$ cat config.mk
export PLATFORM = sky130hd
export DESIGN_NAME = fifo_flex
export DESIGN_NICKNAME = d
export VERILOG_FILES = /design/src/rtl/fifo_flex_pkg.sv /design/src/rtl/fifo_flex.sv
export SDC_FILE = /design/constraint.sdc
export NUM_CORES = 1
export LEC_CHECK = 0
export CELL_PAD_IN_SITES_DETAIL_PLACEMENT = 0
export CELL_PAD_IN_SITES_GLOBAL_PLACEMENT = 1
export CORE_ASPECT_RATIO = 2
export CORE_MARGIN = 10
export CORE_UTILIZATION = 37
export CTS_CLUSTER_DIAMETER = 80
export DETAILED_ROUTE_END_ITERATION = 8
export GPL_TIMING_DRIVEN = 0
export PLACE_DENSITY_LB_ADDON = 0.1
export SETUP_SLACK_MARGIN = 0.5
export SLEW_MARGIN = 20
export SYNTH_ARGS = -nofsm -noshare
export SYNTH_HDL_FRONTEND = slang
export SYNTH_SLANG_ARGS = --single-unit
$ cat constraint.sdc
create_clock -name clk_i -period 2.37 [get_ports clk_i]
set_input_delay 0.711 -clock clk_i [delete_from_list [all_inputs] [get_ports clk_i]]
set_output_delay 0.711 -clock clk_i [all_outputs]
set_load 0.1 [all_outputs]
$ cat src/rtl/fifo_flex_pkg.sv
// Shared types for the flexible FIFO: per-cycle occupancy operation encoding.
package fifo_flex_pkg;

    // Encoded as {push, pop} so the two strobes can be cast directly.
    typedef enum logic [1:0] {
        OP_NONE = 2'b00,
        OP_POP  = 2'b01,
        OP_PUSH = 2'b10,
        OP_BOTH = 2'b11
    } fifo_op_e;

endpackage : fifo_flex_pkg

$ cat src/rtl/fifo_flex.sv
// Synchronous FIFO with arbitrary depth, threshold flags and optional empty bypass.
// Latency: 1 cycle write-to-read; 0 cycles when Bypass=1 and the FIFO is empty.
// Backpressure: wr_ready_o drops at full (no write while full, even with a read); rd_valid_o drops when empty.
module fifo_flex
    import fifo_flex_pkg::*;
#(
    parameter int unsigned Width             = 32,
    parameter int unsigned Depth             = 4,
    parameter int unsigned AlmostFullThresh  = Depth - 1,
    parameter int unsigned AlmostEmptyThresh = 1,
    parameter bit          Bypass            = 1'b0
) (
    input  logic                       clk_i,
    input  logic                       rst_ni,
    input  logic                       flush_i,
    input  logic                       wr_valid_i,
    input  logic [Width-1:0]           wr_data_i,
    output logic                       wr_ready_o,
    input  logic                       rd_ready_i,
    output logic [Width-1:0]           rd_data_o,
    output logic                       rd_valid_o,
    output logic [$clog2(Depth+1)-1:0] count_o,
    output logic                       almost_full_o,
    output logic                       almost_empty_o
);

    localparam int unsigned CntW = $clog2(Depth + 1);
    localparam int unsigned PtrW = (Depth > 1) ? $clog2(Depth) : 1;

    if (Depth < 2) begin : g_bad_depth
        $error("fifo_flex: Depth must be at least 2");
    end
    if (AlmostFullThresh > Depth) begin : g_bad_af
        $error("fifo_flex: AlmostFullThresh exceeds Depth");
    end
    if (AlmostEmptyThresh > Depth) begin : g_bad_ae
        $error("fifo_flex: AlmostEmptyThresh exceeds Depth");
    end

    // Explicit wrap keeps non-power-of-two depths from ever addressing index Depth.
    function automatic logic [PtrW-1:0] ptr_inc(input logic [PtrW-1:0] ptr);
        return (ptr == PtrW'(Depth - 1)) ? '0 : ptr + PtrW'(1);
    endfunction

    logic [Width-1:0] mem [Depth];
    logic [PtrW-1:0]  wr_ptr;
    logic [PtrW-1:0]  rd_ptr;
    logic [CntW-1:0]  count_q;
    logic             empty;
    logic             bypass_hit;
    logic             wr_fire;
    logic             rd_fire;
    logic             push;
    logic             pop;
    fifo_op_e         op;

    assign empty      = (count_q == '0);
    assign bypass_hit = Bypass & empty;

    assign wr_ready_o = (count_q < CntW'(Depth));
    assign rd_valid_o = ~empty | (bypass_hit & wr_valid_i);
    assign rd_data_o  = bypass_hit ? wr_data_i : mem[rd_ptr];

    assign wr_fire = wr_valid_i & wr_ready_o;
    assign rd_fire = rd_valid_o & rd_ready_i;

    // A bypassed transfer consumes the write directly, so neither side touches storage.
    assign push = wr_fire & ~(bypass_hit & rd_fire);
    assign pop  = rd_fire & ~bypass_hit;
    assign op   = fifo_op_e'({push, pop});

    always_ff @(posedge clk_i or negedge rst_ni) begin
        if (!rst_ni) begin
            wr_ptr  <= '0;
            rd_ptr  <= '0;
            count_q <= '0;
        end else if (flush_i) begin
            wr_ptr  <= '0;
            rd_ptr  <= '0;
            count_q <= '0;
        end else begin
            if (push) begin
                wr_ptr <= ptr_inc(wr_ptr);
            end
            if (pop) begin
                rd_ptr <= ptr_inc(rd_ptr);
            end
            case (op)
                OP_PUSH: count_q <= count_q + CntW'(1);
                OP_POP:  count_q <= count_q - CntW'(1);
                default: count_q <= count_q;
            endcase
        end
    end

    always_ff @(posedge clk_i) begin
        if (push && !flush_i) begin
            mem[wr_ptr] <= wr_data_i;
        end
    end

    assign count_o        = count_q;
    assign almost_full_o  = (count_q >= CntW'(AlmostFullThresh));
    assign almost_empty_o = (count_q <= CntW'(AlmostEmptyThresh));

endmodule : fifo_flex

==> impl_metrics.py <==
metrics = {
    "status": {
        "outcome": "finished, violations left",
        "failed_checks": "setup timing",
    },
    "power": {
        "p_leak_nw": 2.65,
        "peakVddDrop_uv": 1040,
        "power_density_nw_per_um2": 1320,
    },
    "logic_synthesis": {
        "synthArstFlopShare_pct": 5.19,
        "postSynthCellCount": 231,
        "netlist_area_sq_um": 5180,
        "ys.warnings.count": 0,
        "synth-xor-area-share_pct": 0.169,
        "synthMuxAreaShare_pct": 14.3,
        "synth_nets": 278,
        "synth_edf_count": 128,
        "synth.top_cell.area_share_pct": 74.2,
        "syn_avg_cell_area_sq_um": 22.4,
        "yosysTopAreaCell": "edfxtp_1",
        "synth-simple-area-share_pct": 2.54,
        "synth_cell_type_count": 27,
        "seq_area_frac_synth_pct": 77.6,
        "yosys_register_bits": 135,
        "synth_flop_cell": "edfxtp_1",
        "synth-compound-area-share_pct": 1.38,
        "ys_top_cells_by_area": "edfxtp_1, mux4_2, dfrtp_1",
        "synthAdderAreaFrac_pct": 2.63,
        "synth_top_family_by_area": "multiplexers",
    },
    "floorplanning": {
        "die_w_microns": 104,
        "die_h_microns": 187,
        "io_pins": 76,
        "rows": 61,
        "initial_core_util_pct": 37.5,
        "die_area_sq_um": 19400,
        "coreArea_sq_um": 13800,
    },
    "timing": {
        "timing.setup.tns_ns": -4.75,
        "setup_viol": 32,
        "clock_skew_ns": 0.00498,
        "rsz0062_at_grt": "true",
        "setup_slack_ns": -0.196,
        "max_slew_margin_pct": 77.7,
        "fin_crit_sh_pct": 108,
        "slew_violations": 0,
        "hold_viol_final": 0,
        "fin_crit_ns": 2.57,
        "fmax_mhz": 390,
        "worst_pin_slew_ns": 0.334,
    },
    "job": {
        "drv_cap": 0,
    },
    "placement": {
        "place.gp.congestion": 0.671,
        "dp.cells": 495,
        "io_buffers": 75,
        "dp_hpwl_microns": 6690,
        "place_area_sq_um": 6310,
    },
    "clock_tree": {
        "clk_latency_ns": 0.40,
        "clock_path_buffers": 2,
        "cts_tree": "done",
        "cts.clk_slew.worst_paths_ns": 0.05,
        "root_buffer": "clkbuf_16",
        "numClockSinks": 135,
        "htreeDepth": 4,
        "cts_buffers": 17,
        "cts.hold.buffers_added": 0,
    },
    "cells_and_area": {
        "diodes": 0,
        "syn_to_final_growth_pct": 48.1,
        "design_area_sq_um": 7670,
        "layout-drive-gt1-share_pct": 46.0,
        "mostFrequentLayoutCells": "edfxtp_1, clkdlybuf4s50_1, buf_6, mux4_2, buf_12",
        "final_common_cell": "edfxtp_1",
        "fillers": 1077,
        "nets": 412,
        "instances_no_fill": 565,
        "utilization_pct": 55.5,
    },
    "worst_setup_path": {
        "worstSetupPathType": "reg2out",
        "crit_chain": "buf_8 > buf_12 > mux4_2 > buf_8",
        "critical_path.max_fanout": 10,
        "r2r-end": "count_o[1]$_DFFE_PN0P_",
        "r2r_slack_ns": 0.51,
        "cp_slowest_cell": "mux4_2",
        "end_kind": "primary output",
        "required_ns": 1.66,
        "max_stage_delay_ns": 0.56,
        "r2r_cells": 8,
        "cp_top_family": "multiplexers",
        "start_kind": "register",
        "critical_path_buf_inv_count": 3,
        "arrival_ns": 1.85,
        "timing.rr.start": "count_o[0]$_DFFE_PN0P_",
        "crit_top_cell": "buf_8",
    },
    "grt": {
        "antenna_found_initial": 0,
        "grt_usage_pct": 12.3,
        "first_global_vias": 3060,
        "grt_pass1_wl_microns": 17900,
        "grt_max_degree": 17,
        "grt_overflow_total": 0,
    },
    "route": {
        "num_vias": 2742,
        "post-route-drc-count": 0,
        "drtPass1Iterations": 5,
        "antenna_left": 0,
        "vias_per_cell": 4.85,
        "totalWireLength_microns": 11500,
        "drtIter0Drc": 85,
        "wl_per_cell_microns": 20.3,
    },
    "worst_hold_path": {
        "hold_class": "in2async",
    },
}
==> worst register-to-register path, delay by kind of cell, from the launching register on <==
family                     cells  cell delay [ns]
buffers and inverters          3             0.33
adders and majority gates      2             0.44
AOI/OAI and AO/OA              1             0.26
and+or+nand+nor                2             0.21
DFF                            1             0.51
==> stage by stage <==
stage / hold WS [ns] / setup slack (ns) / total power [mW]
floorplan: 0.415 / -0.224 / 5.91
global placement: 0.574 / -0.684 / 6.75
detailed placement: 0.575 / -0.698 / 6.76
CTS: 0.574 / -0.225 / 10.1
global route: 0.586 / -0.258 / 10.5
finish: 0.570 / -0.196 / 10.1
==> flip-flops by register name, summed over array words and instances (netlist names) <==
signal	flops
mem	128
count_o	3
rd_ptr	2
wr_ptr	2
==> where the power goes <==
part           switching [mW]  internal (mW)  leakage, nW  total, mW
registers              0.0839           2.79         1.25       2.88
clock network           0.951           1.74        0.295       2.70
logic                    2.88           1.69         1.11       4.57
==> cells by family (layout without fill, tap and decap cells) <==
family                     count (synthesis)  in the layout
adders and majority gates                 11             11
and+or+nand+nor                           23             28
muxes                                     34             34
AOI/OAI and AO/OA                         12             12
buffers and inverters                     15            155
xor gates and xnor gates                   1              1
DFF                                      135            135
==> what timing repair did <==
item | in CTS | in global routing
gates cloned | 4 | 1
pin swaps | 9 | 3
setup endpoints to repair | 167 | 167
gates resized for setup | 311 | 12
setup buffers | 26 | 9
==> per-layer routing <==
metal / global-route usage (%) / share of wire, % / vias to the layer above
met5: 0 / 0 / -
met4: 5.22 / 1.4 / 0
met3: 3.42 / 3.5 / 14
met2: 22.6 / 58 / 64
met1: 12.5 / 37 / 1429
li1: - / - / 1235
==> worst max-delay path by stage <==
stage | start | endpoint | slack [ns] | depth (start not counted)
after global routing | rd_ptr[0]$_DFFE_PN0P_ | rd_data_o[8] | -0.26 | 4
after global placement | rd_ptr[1]$_DFFE_PN0P_ | rd_data_o[10] | -0.68 | 4
after floorplan | count_o[2]$_DFFE_PN0P_ | almost_full_o | -0.22 | 4
after detailed placement | rd_ptr[1]$_DFFE_PN0P_ | rd_data_o[10] | -0.70 | 4
after CTS | rd_ptr[0]$_DFFE_PN0P_ | rd_data_o[8] | -0.22 | 4
final | rd_ptr[0]$_DFFE_PN0P_ | rd_data_o[8] | -0.20 | 4
==> final cells by class <==
type	instances	area [sq um]	area share, %
Buffer	9	130	1.70
Clock buffer	17	425	5.54
Clock inverter	13	181	2.36
Inverter	6	46.3	0.603
Multi-Input combinational cell	86	1250	16.3
Sequential cell	135	4030	52.5
Tap cell	189	236	3.08
Timing Repair Buffer	110	1370	17.9
==> Yosys cell counts, types with 3 or more instances <==
master	instances
clkbuf_1	3
and3_1	4
o21ai_0	3
mux4_2	32
inv_1	6
ha_1	10
edfxtp_1	128
dfrtp_1	7
a21oi_1	6
buf_2	4
nor2_1	7
nand2_1	3
(Power assumes the default switching activity.)
